===== config.mk =====
export PLATFORM = sky130hd
export DESIGN_NAME = pipe_hazard_ctrl_flat
export DESIGN_NICKNAME = d
export VERILOG_FILES = /design/src/rtl/pipe_hazard_ctrl_if.sv /design/src/rtl/pipe_hazard_ctrl.sv /design/src/flat_wrapper.sv
export SDC_FILE = /design/constraint.sdc
export NUM_CORES = 1
export LEC_CHECK = 0
export ABC_AREA = 1
export BUFFER_PORTS_ARGS = -buffer_cell sky130_fd_sc_hd__buf_4
export CORE_MARGIN = 8
export CORE_UTILIZATION = 55
export DETAILED_ROUTE_END_ITERATION = 12
export PLACE_DENSITY = 0.79
export SETUP_SLACK_MARGIN = 0.4
export SLEW_MARGIN = 25
export SYNTH_ARGS = -nofsm -noshare
export SYNTH_HDL_FRONTEND = slang
export SYNTH_SLANG_ARGS = --single-unit

===== constraint.sdc =====
create_clock -name clk -period 3.1 [get_ports clk]
set_input_delay 0.31 -clock clk [delete_from_list [all_inputs] [get_ports clk]]
set_output_delay 0.31 -clock clk [all_outputs]
set_load 0.02 [all_outputs]

===== src/rtl/pipe_hazard_ctrl_if.sv =====
// pipe_hazard_ctrl_if: hazard-unit operands from ID/EX and the stage-control strobes and counters it returns.
interface pipe_hazard_ctrl_if #(parameter int CNT_W = 32);
  logic [4:0] rs_id;
  logic [4:0] rt_id;
  logic use_rs_id;
  logic use_rt_id;
  logic MemRead_id_ex;
  logic [4:0] regfile_write_num_id_ex;
  logic branch_taken_ex;
  logic halt_req_ex;
  logic resume;
  logic pc_stall;
  logic if_id_stall;
  logic nop_lock_id;
  logic pc_bj;
  logic halt_ex;
  logic halted;
  logic [1:0] state_o;
  logic [CNT_W-1:0] cycle_cnt;
  logic [CNT_W-1:0] stall_cnt;
  logic [CNT_W-1:0] flush_cnt;
  modport master (
    output rs_id, rt_id, use_rs_id, use_rt_id, MemRead_id_ex, regfile_write_num_id_ex,
           branch_taken_ex, halt_req_ex, resume,
    input  pc_stall, if_id_stall, nop_lock_id, pc_bj, halt_ex, halted, state_o,
           cycle_cnt, stall_cnt, flush_cnt
  );
  modport slave (
    input  rs_id, rt_id, use_rs_id, use_rt_id, MemRead_id_ex, regfile_write_num_id_ex,
           branch_taken_ex, halt_req_ex, resume,
    output pc_stall, if_id_stall, nop_lock_id, pc_bj, halt_ex, halted, state_o,
           cycle_cnt, stall_cnt, flush_cnt
  );
endinterface


===== src/rtl/pipe_hazard_ctrl.sv =====
// pipe_hazard_ctrl: load-use stall, branch flush and syscall-halt sequencing for the 5-stage MIPS core.
module pipe_hazard_ctrl #(
  parameter int DRAIN_CYCLES = 3,
  parameter int CNT_W = 32
) (
  input logic clk,
  input logic rst_n,
  pipe_hazard_ctrl_if.slave bus
);
  typedef enum logic [1:0] {RUN = 2'd0, DRAIN = 2'd1, HALTED = 2'd2} state_t;
  state_t state, nxt;
  logic [3:0] dcnt, dcnt_nxt;
  logic [CNT_W-1:0] cyc, stl, fl;
  logic lu, run, halt_go, br, stall;
  assign lu = bus.MemRead_id_ex && bus.regfile_write_num_id_ex != 5'd0 &&
              ((bus.use_rs_id && bus.rs_id == bus.regfile_write_num_id_ex) ||
               (bus.use_rt_id && bus.rt_id == bus.regfile_write_num_id_ex));
  // the unused encoding behaves as RUN so a corrupted state recovers cleanly
  assign run = state != DRAIN && state != HALTED;
  assign halt_go = run && bus.halt_req_ex;
  assign br = run && !bus.halt_req_ex && bus.branch_taken_ex;
  assign stall = run && !bus.halt_req_ex && !bus.branch_taken_ex && lu;
  assign bus.pc_stall = halt_go || stall || !run;
  assign bus.if_id_stall = halt_go || stall || !run;
  assign bus.nop_lock_id = halt_go || stall || state == DRAIN;
  assign bus.pc_bj = br;
  assign bus.halt_ex = state == HALTED;
  assign bus.halted = state == HALTED;
  assign bus.state_o = state;
  assign bus.cycle_cnt = cyc;
  assign bus.stall_cnt = stl;
  assign bus.flush_cnt = fl;
  always_comb begin
    nxt = RUN;
    dcnt_nxt = dcnt;
    if (halt_go) begin
      nxt = DRAIN;
      dcnt_nxt = 4'(DRAIN_CYCLES - 1);
    end else if (state == DRAIN) begin
      nxt = dcnt == 4'd0 ? HALTED : DRAIN;
      dcnt_nxt = dcnt == 4'd0 ? 4'd0 : dcnt - 4'd1;
    end else if (state == HALTED) begin
      nxt = bus.resume ? RUN : HALTED;
    end
  end
  always_ff @(posedge clk or negedge rst_n) begin
    if (!rst_n) begin
      state <= RUN;
      dcnt <= 4'd0;
      cyc <= '0;
      stl <= '0;
      fl <= '0;
    end else begin
      state <= nxt;
      dcnt <= dcnt_nxt;
      cyc <= cyc + CNT_W'(run && cyc != '1);
      stl <= stl + CNT_W'(stall && stl != '1);
      fl <= fl + CNT_W'(br && fl != '1);
    end
  end
endmodule

===== src/flat_wrapper.sv =====
// flat-port wrapper written by rule: the top's interface ports become plain ports
module pipe_hazard_ctrl_flat 
#(
  parameter int DRAIN_CYCLES = 3,
  parameter int CNT_W = 32
)
  (clk, rst_n, bus_rs_id, bus_rt_id, bus_use_rs_id, bus_use_rt_id, bus_MemRead_id_ex, bus_regfile_write_num_id_ex, bus_branch_taken_ex, bus_halt_req_ex, bus_resume, bus_pc_stall, bus_if_id_stall, bus_nop_lock_id, bus_pc_bj, bus_halt_ex, bus_halted, bus_state_o, bus_cycle_cnt, bus_stall_cnt, bus_flush_cnt);
  pipe_hazard_ctrl_if #(.CNT_W(CNT_W)) bus_i ();
  input logic clk;
  input logic rst_n;
  input wire logic [$bits(bus_i.rs_id)-1:0] bus_rs_id;
  input wire logic [$bits(bus_i.rt_id)-1:0] bus_rt_id;
  input wire logic [$bits(bus_i.use_rs_id)-1:0] bus_use_rs_id;
  input wire logic [$bits(bus_i.use_rt_id)-1:0] bus_use_rt_id;
  input wire logic [$bits(bus_i.MemRead_id_ex)-1:0] bus_MemRead_id_ex;
  input wire logic [$bits(bus_i.regfile_write_num_id_ex)-1:0] bus_regfile_write_num_id_ex;
  input wire logic [$bits(bus_i.branch_taken_ex)-1:0] bus_branch_taken_ex;
  input wire logic [$bits(bus_i.halt_req_ex)-1:0] bus_halt_req_ex;
  input wire logic [$bits(bus_i.resume)-1:0] bus_resume;
  output wire logic [$bits(bus_i.pc_stall)-1:0] bus_pc_stall;
  output wire logic [$bits(bus_i.if_id_stall)-1:0] bus_if_id_stall;
  output wire logic [$bits(bus_i.nop_lock_id)-1:0] bus_nop_lock_id;
  output wire logic [$bits(bus_i.pc_bj)-1:0] bus_pc_bj;
  output wire logic [$bits(bus_i.halt_ex)-1:0] bus_halt_ex;
  output wire logic [$bits(bus_i.halted)-1:0] bus_halted;
  output wire logic [$bits(bus_i.state_o)-1:0] bus_state_o;
  output wire logic [$bits(bus_i.cycle_cnt)-1:0] bus_cycle_cnt;
  output wire logic [$bits(bus_i.stall_cnt)-1:0] bus_stall_cnt;
  output wire logic [$bits(bus_i.flush_cnt)-1:0] bus_flush_cnt;
  assign bus_i.rs_id = bus_rs_id;
  assign bus_i.rt_id = bus_rt_id;
  assign bus_i.use_rs_id = bus_use_rs_id;
  assign bus_i.use_rt_id = bus_use_rt_id;
  assign bus_i.MemRead_id_ex = bus_MemRead_id_ex;
  assign bus_i.regfile_write_num_id_ex = bus_regfile_write_num_id_ex;
  assign bus_i.branch_taken_ex = bus_branch_taken_ex;
  assign bus_i.halt_req_ex = bus_halt_req_ex;
  assign bus_i.resume = bus_resume;
  assign bus_pc_stall = bus_i.pc_stall;
  assign bus_if_id_stall = bus_i.if_id_stall;
  assign bus_nop_lock_id = bus_i.nop_lock_id;
  assign bus_pc_bj = bus_i.pc_bj;
  assign bus_halt_ex = bus_i.halt_ex;
  assign bus_halted = bus_i.halted;
  assign bus_state_o = bus_i.state_o;
  assign bus_cycle_cnt = bus_i.cycle_cnt;
  assign bus_stall_cnt = bus_i.stall_cnt;
  assign bus_flush_cnt = bus_i.flush_cnt;
  pipe_hazard_ctrl #(.DRAIN_CYCLES(DRAIN_CYCLES), .CNT_W(CNT_W)) u_core (.clk(clk), .rst_n(rst_n), .bus(bus_i));
endmodule

=== After elaboration in Yosys (flattened, before gate mapping) ===
Index checks and enable logic that the tools add are counted.

* Output and inout bits: 104
* Flip-flop bits (word level): 102
* Logic and storage cells: 49
* Input port bits: 23

* Equality and inequality tests: 9
* $add $sub $neg: 4
* Multiplexer cells: 8
* Reductions and logical operators: 23

{| class="wikitable"
|+ Operators with widths
! kind !! count
|-
| $add A32 B1 Y32 || 3
|-
| $ne A32 B32 Y1 const B || 3
|-
| $logic_and A1 B1 Y1 || 13
|-
| $mux W4 || 3
|-
| $eq A5 B5 Y1 || 2
|-
| $mux W2 || 5
|-
| $reduce_bool A5 Y1 || 1
|-
| $logic_not A4 Y1 || 1
|-
| $logic_or A1 B1 Y1 || 4
|-
| $sub A4 B1 Y4 const B || 1
|-
| $logic_not A1 Y1 || 3
|-
| $eq A2 B1 Y1 const B || 1
|-
| $eq A2 B2 Y1 const B || 1
|-
| $ne A2 B1 Y1 const B || 1
|-
| $ne A2 B2 Y1 const B || 1
|-
| $reduce_bool A2 Y1 || 1
|}

=== Longest topological paths before layout ===
* Depth in word-level cells: 7
* Mapped depth: 18
* Mapped depth without buffers: 18

=== Least setup slack after synthesis ===
OpenSTA, ideal clock, no wires.

* Path kind: reg2reg
* From: reg u_core.state[0] (netlist: u_core.bus.state_o[0])
* To: reg u_core.stl[22] (netlist: u_core.bus.stall_cnt[22])
* Required time: 2.980 ns
* Slack: 0.584 ns
* Setup time: 0.120 ns
* Path buffers: 0
* Stages on the path, launching flop included: 18
* Period minus slack after synthesis: 2.516 ns
* Arrival: 2.396 ns
* Cell sequence: dfrtp_1 inv_1 ha_1 inv_1 nor2_1 nand4_1 inv_1 nand2_1 nor2_1 ha_1 ha_1 nand3_4 clkinv_2 nand2_4 nor2_8 nand2_4 o21ai_1 nand2_1

* Cells in the longest elaborated chain, start to end: 7
* Elaborated cells between the ends (all ways): 8
* Those cells by class: add/sub: 1; eq/ne: 2; reduce/logical: 5

{| class="wikitable"
|+ RTL lines
! what !! line !! text
|-
| start, declared || pipe_hazard_ctrl.sv:11 || <nowiki>state_t state, nxt;</nowiki>
|-
| start signal, assigned || pipe_hazard_ctrl.sv:54 || <nowiki>state <= nxt;</nowiki>
|-
| $ne A2 B1 Y1 or $ne A2 B2 Y1 (tied branches) || pipe_hazard_ctrl.sv:19 || <nowiki>assign run = state != DRAIN && state != HALTED;</nowiki>
|-
| $logic_and A1 B1 Y1 (*) || pipe_hazard_ctrl.sv:19 ||
|-
| $logic_and A1 B1 Y1 (*) (3 in a row) || pipe_hazard_ctrl.sv:22 || <nowiki>assign stall = run && !bus.halt_req_ex && !bus.branch_taken_ex && lu;</nowiki>
|-
| $logic_and A1 B1 Y1 (*) || pipe_hazard_ctrl.sv:57 || <nowiki>stl <= stl + CNT_W'(stall && stl != '1);</nowiki>
|-
| $add A32 B1 Y32 (*) || pipe_hazard_ctrl.sv:57 ||
|-
| end signal, assigned || pipe_hazard_ctrl.sv:57 ||
|-
| end, declared || pipe_hazard_ctrl.sv:13 || <nowiki>logic [CNT_W-1:0] cyc, stl, fl;</nowiki>
|}

Every way passes the cells marked *; elsewhere a longest branch is shown, timed or not.
A chain may end at the register's enable or synchronous reset.

=== Worst setup path in the final report ===
* From: reg u_core.state[1] (netlist: u_core.bus.state_o[1])
* To: reg u_core.stl[18] (netlist: u_core.bus.stall_cnt[18])

The elaborated chain is that of the path after synthesis.

==> results_dict.tcl <==
set metrics [dict create \
    avgSynthCellArea_sq_um 7.30 \
    floorplan.io_pins 127 \
    cts_sinks 102 \
    report.final.hold_viol_count 0 \
    global_route.usage.total_pct 22.5 \
    fin_hold_ws_ns 0.0135 \
    fin_tns_setup_ns 0 \
    io_buffers 126 \
    grt_setup_unrepaired "false" \
    drtPass1Iterations 8 \
    rr_startpoint "u_core.bus.state_o[1]$_DFF_PN0_" \
    slew_of_the_pin_with_the_lowest_slew_margin_ns 0.809 \
    post-route-period-util_pct 81.4 \
    detail_route.iter0.violations 366 \
    powerDensity_nw_per_um2 447 \
    cp-startpoint "u_core.bus.state_o[1]$_DFF_PN0_" \
    die_x_um 119 \
    max-clock-path-buffers 2 \
    slowest_stage "dfrtp_1" \
    peakVddDrop_uv 526 \
    synth.distinct_cells 28 \
    synth_mux_area_share_pct 0 \
    cts_htree_levels 3 \
    highest-signal-layer "met4" \
    swShare_pct 34.0 \
    dp_hpwl_um 12700 \
    maxClockFrequency_mhz 396 \
    worst_hold_path_type "in2async" \
    adder_and_majority_gate_portion_of_the_synthesized_area_pct 1.70 \
    slew_headroom_pct 46.1 \
    setup.worst_path.class "reg2reg" \
    worstPathArrival_ns 2.80 \
    finalSetupViolCount 0 \
    synth_seq_cells 102 \
    start_util_pct 56.8 \
    timing.critical_path.cells "ha_1 -> inv_1 -> nor2_2 -> nand4_1 -> inv_1 -> nand2_1 -> nor2_1 -> ha_2 -> ha_2 -> nand3_4 -> clkinv_2 -> nand2_4 -> nor2_8 -> nand2_4 -> o21ai_1 -> nand2_1" \
    finClkSkew_ns 0.00610 \
    synth_xor_xnor_area_share_pct 7.29 \
    route.final.wire_length_um 15900 \
    routed-wl-met3_um 967 \
    number_of_antenna_violations_at_the_first_check_in_global_routing 0 \
    avgRoutedWirePerCell_um 14.7 \
    syn-instance-count 806 \
    r2r_end "u_core.bus.stall_cnt[18]$_DFF_PN0_" \
    postLayoutSetupSlackWorst_ns 0.576 \
    worst_setup_path_end_kind "flip-flop" \
    synth.cell_area_sq_um 5890 \
    n_antenna_cell 0 \
    num_vias 5520 \
    grt_pass1_vias 5296 \
    fp.dieArea_sq_um 14300 \
    power.share.combinational_pct 24.2 \
    tritoncts.num_buffers 9 \
    nets 976 \
    placement.setup.worst_slack_ns 0.413 \
    r2r_cells 16 \
    grt_first_pass_wirelength_um 26100 \
    viasPerCell 5.08 \
    detail_route.drc_violations 0 \
    yosys-top-cells-area "dfrtp_1 43%, nand2_1 19%, nor2_1 7.5%, inv_1 5.9%, xor2_1 5.2%" \
    maxSlewViolCount 0 \
    synth.yosys.warnings 0 \
    ys_seq_area_share_pct 43.4 \
    maxCapViolations 0 \
    run_status "complete, no violations" \
    worst_skew_pair_latency_ns 0.38 \
    dominant_delay_contributor_by_cell_family_on_the_critical_path "simple AND/OR/NAND/NOR gates" \
    reg2reg_setup_slack_ns 0.58 \
    leakage_nw 3.58 \
    routedLengthMet1_um 7120 \
    gp_weighted_congestion 0.932 \
    clock_tree.root_cell "clkbuf_8" \
    clk_pin_slew_worst_paths_ns 0.10 \
    power.share.sequential_pct 48.2 \
    grt_max_degree 62 \
    cts.hold.buffers_added 0 \
    tritoncts "yes" \
    main_combinational_cell_family_by_area_after_synthesis "simple AND/OR/NAND/NOR gates" \
    min_period_ns 2.52 \
    synthSimpleGateAreaFrac_pct 39.6 \
    yosysTopAreaCellShare_pct 43.4 \
    timing.critical_path.buf_inv 3 \
    highest_net_fanout_along_the_worst_path 6 \
    global_route.overflow_total 0 \
    worst_path_largest_cell_delay_ns 0.41 \
    critical_path_required_ns 3.38 \
    core_area_sq_um 10400 \
    postRouteAntennaNets 0 \
    placement_rows 37 \
    drive_above_1_share_pct 20.7 \
    layout-area-overhead-vs-synth_pct 23.3 \
    internal-power_mw 2.14 \
    power.share.clock_pct 27.6 \
    switching_power_mw 1.10 \
    detailroute.wirelength.met2_um 7570 \
    y_dimension_of_the_die_um 119 \
    startpoint_type "flip-flop" \
    synth_area_leader_cell "dfrtp_1" \
    net_count_synth 837 \
    synth_compound_gate_area_share_pct 1.38 \
]
==> kinds of logic after synthesis <==
| group | Yosys count |
|---|---|
| DFF | 102 |
| and+or+nand+nor | 529 |
| xor gates and xnor gates | 49 |
| buffers and inverters | 103 |
| adders and majority gates | 8 |
| AOI/OAI and AO/OA | 15 |
==> routing by layer <==
metal	vias up	track usage [%]
met1	2565	28.9
met4	0	7.18
met3	27	5.57
met2	167	36.5
li1	2761	-
met5	-	0
==> state kept, by name, indices dropped and copies added, names as in the netlist <==
signal	count
u_core.bus.stall_cnt	32
u_core.bus.flush_cnt	32
u_core.bus.state_o	2
u_core.dcnt	4
u_core.bus.cycle_cnt	32
==> final cells by class <==
type | count | area, sq um
Fill cell | 934 | 3110
Multi-Input combinational cell | 601 | 2960
Sequential cell | 102 | 2550
Timing Repair Buffer | 130 | 988
Inverter | 101 | 380
Tap cell | 136 | 170
Clock buffer | 10 | 138
Clock inverter | 6 | 66.3
==> power groups by stage <==
stage | sequential [mW] | combinational [mW] | clock (mW)
final | 1.56 | 0.786 | 0.895
after floorplan | 1.66 | 0.338 | 0
after global routing | 1.58 | 0.859 | 0.957
after global placement | 1.58 | 0.760 | 0
after CTS | 1.56 | 0.776 | 0.911
after detailed placement | 1.58 | 0.767 | 0
==> synth_stat cells (all sizes together) <==
master	number
xnor2	14
nand2	299
a211oi	1
nand4	8
nand3b	11
nand3	41
ha	8
buf	2
dfrtp	102
inv	100
clkinv	1
o21ai	9
nor2	135
xor2	35
nor3	35
a21oi	4
a311oi	1
==> worst reg2reg max path: stages (launching register included) <==
cell and delay (ns):
dfrtp_1 0.41, ha_1 0.31, inv_1 0.07, nor2_2 0.15
nand4_1 0.11, inv_1 0.06, nand2_1 0.09, nor2_1 0.11
ha_2 0.21, ha_2 0.21, nand3_4 0.13, clkinv_2 0.09
nand2_4 0.07, nor2_8 0.13, nand2_4 0.09, o21ai_1 0.12
nand2_1 0.06
==> cells in the final DEF (no fill, tap or decap), types with 4 or more instances in the layout <==
master and count:
a21oi_1 4, buf_4 129, clkbuf_8 10, dfrtp_1 102, ha_1 4, inv_1 92, inv_2 8, nand2_1 293
nand2_2 4, nand3_1 35, nand3_2 5, nand3b_1 11, nand4_1 8, nor2_1 116, nor2_2 17, nor3_1 28
nor3_4 4, o21ai_1 6, xnor2_1 14, xor2_1 35
==> metrics by stage <==
step	total power [mW]	util (%)	instances	cell area (sq um)
6_report	3.24	70.0	1086	7260
5_1_grt	3.40	70.0	1086	7260
4_1_cts	3.25	69.6	1083	7210
3_5_place_dp	2.35	67.6	1067	7010
3_3_place_gp	2.34	67.6	1067	7010
2_1_floorplan	2.00	-	806	5890
==> how the worst max path moves through the flow <==
stage	endpoint	slack (ns)	cells after the start
2_1_floorplan	u_core.bus.stall_cnt[22]$_DFF_PN0_	0.58	17
4_1_cts	u_core.bus.stall_cnt[18]$_DFF_PN0_	0.43	17
3_5_place_dp	u_core.bus.stall_cnt[18]$_DFF_PN0_	0.41	17
3_3_place_gp	u_core.bus.flush_cnt[20]$_DFF_PN0_	0.51	13
6_report	u_core.bus.stall_cnt[18]$_DFF_PN0_	0.58	16
5_1_grt	u_core.bus.stall_cnt[18]$_DFF_PN0_	0.41	16
==> timing repair <==
| action | 4_1_cts | 5_1_grt |
|---|---|---|
| resized for setup | 1 | 5 |
| setup endpoints to repair | 6 | 10 |
| pin swaps | 0 | 1 |
| gates cloned | 0 | 0 |
| buffers inserted | 0 | 3 |
Power figures use the tool's default switching activity.
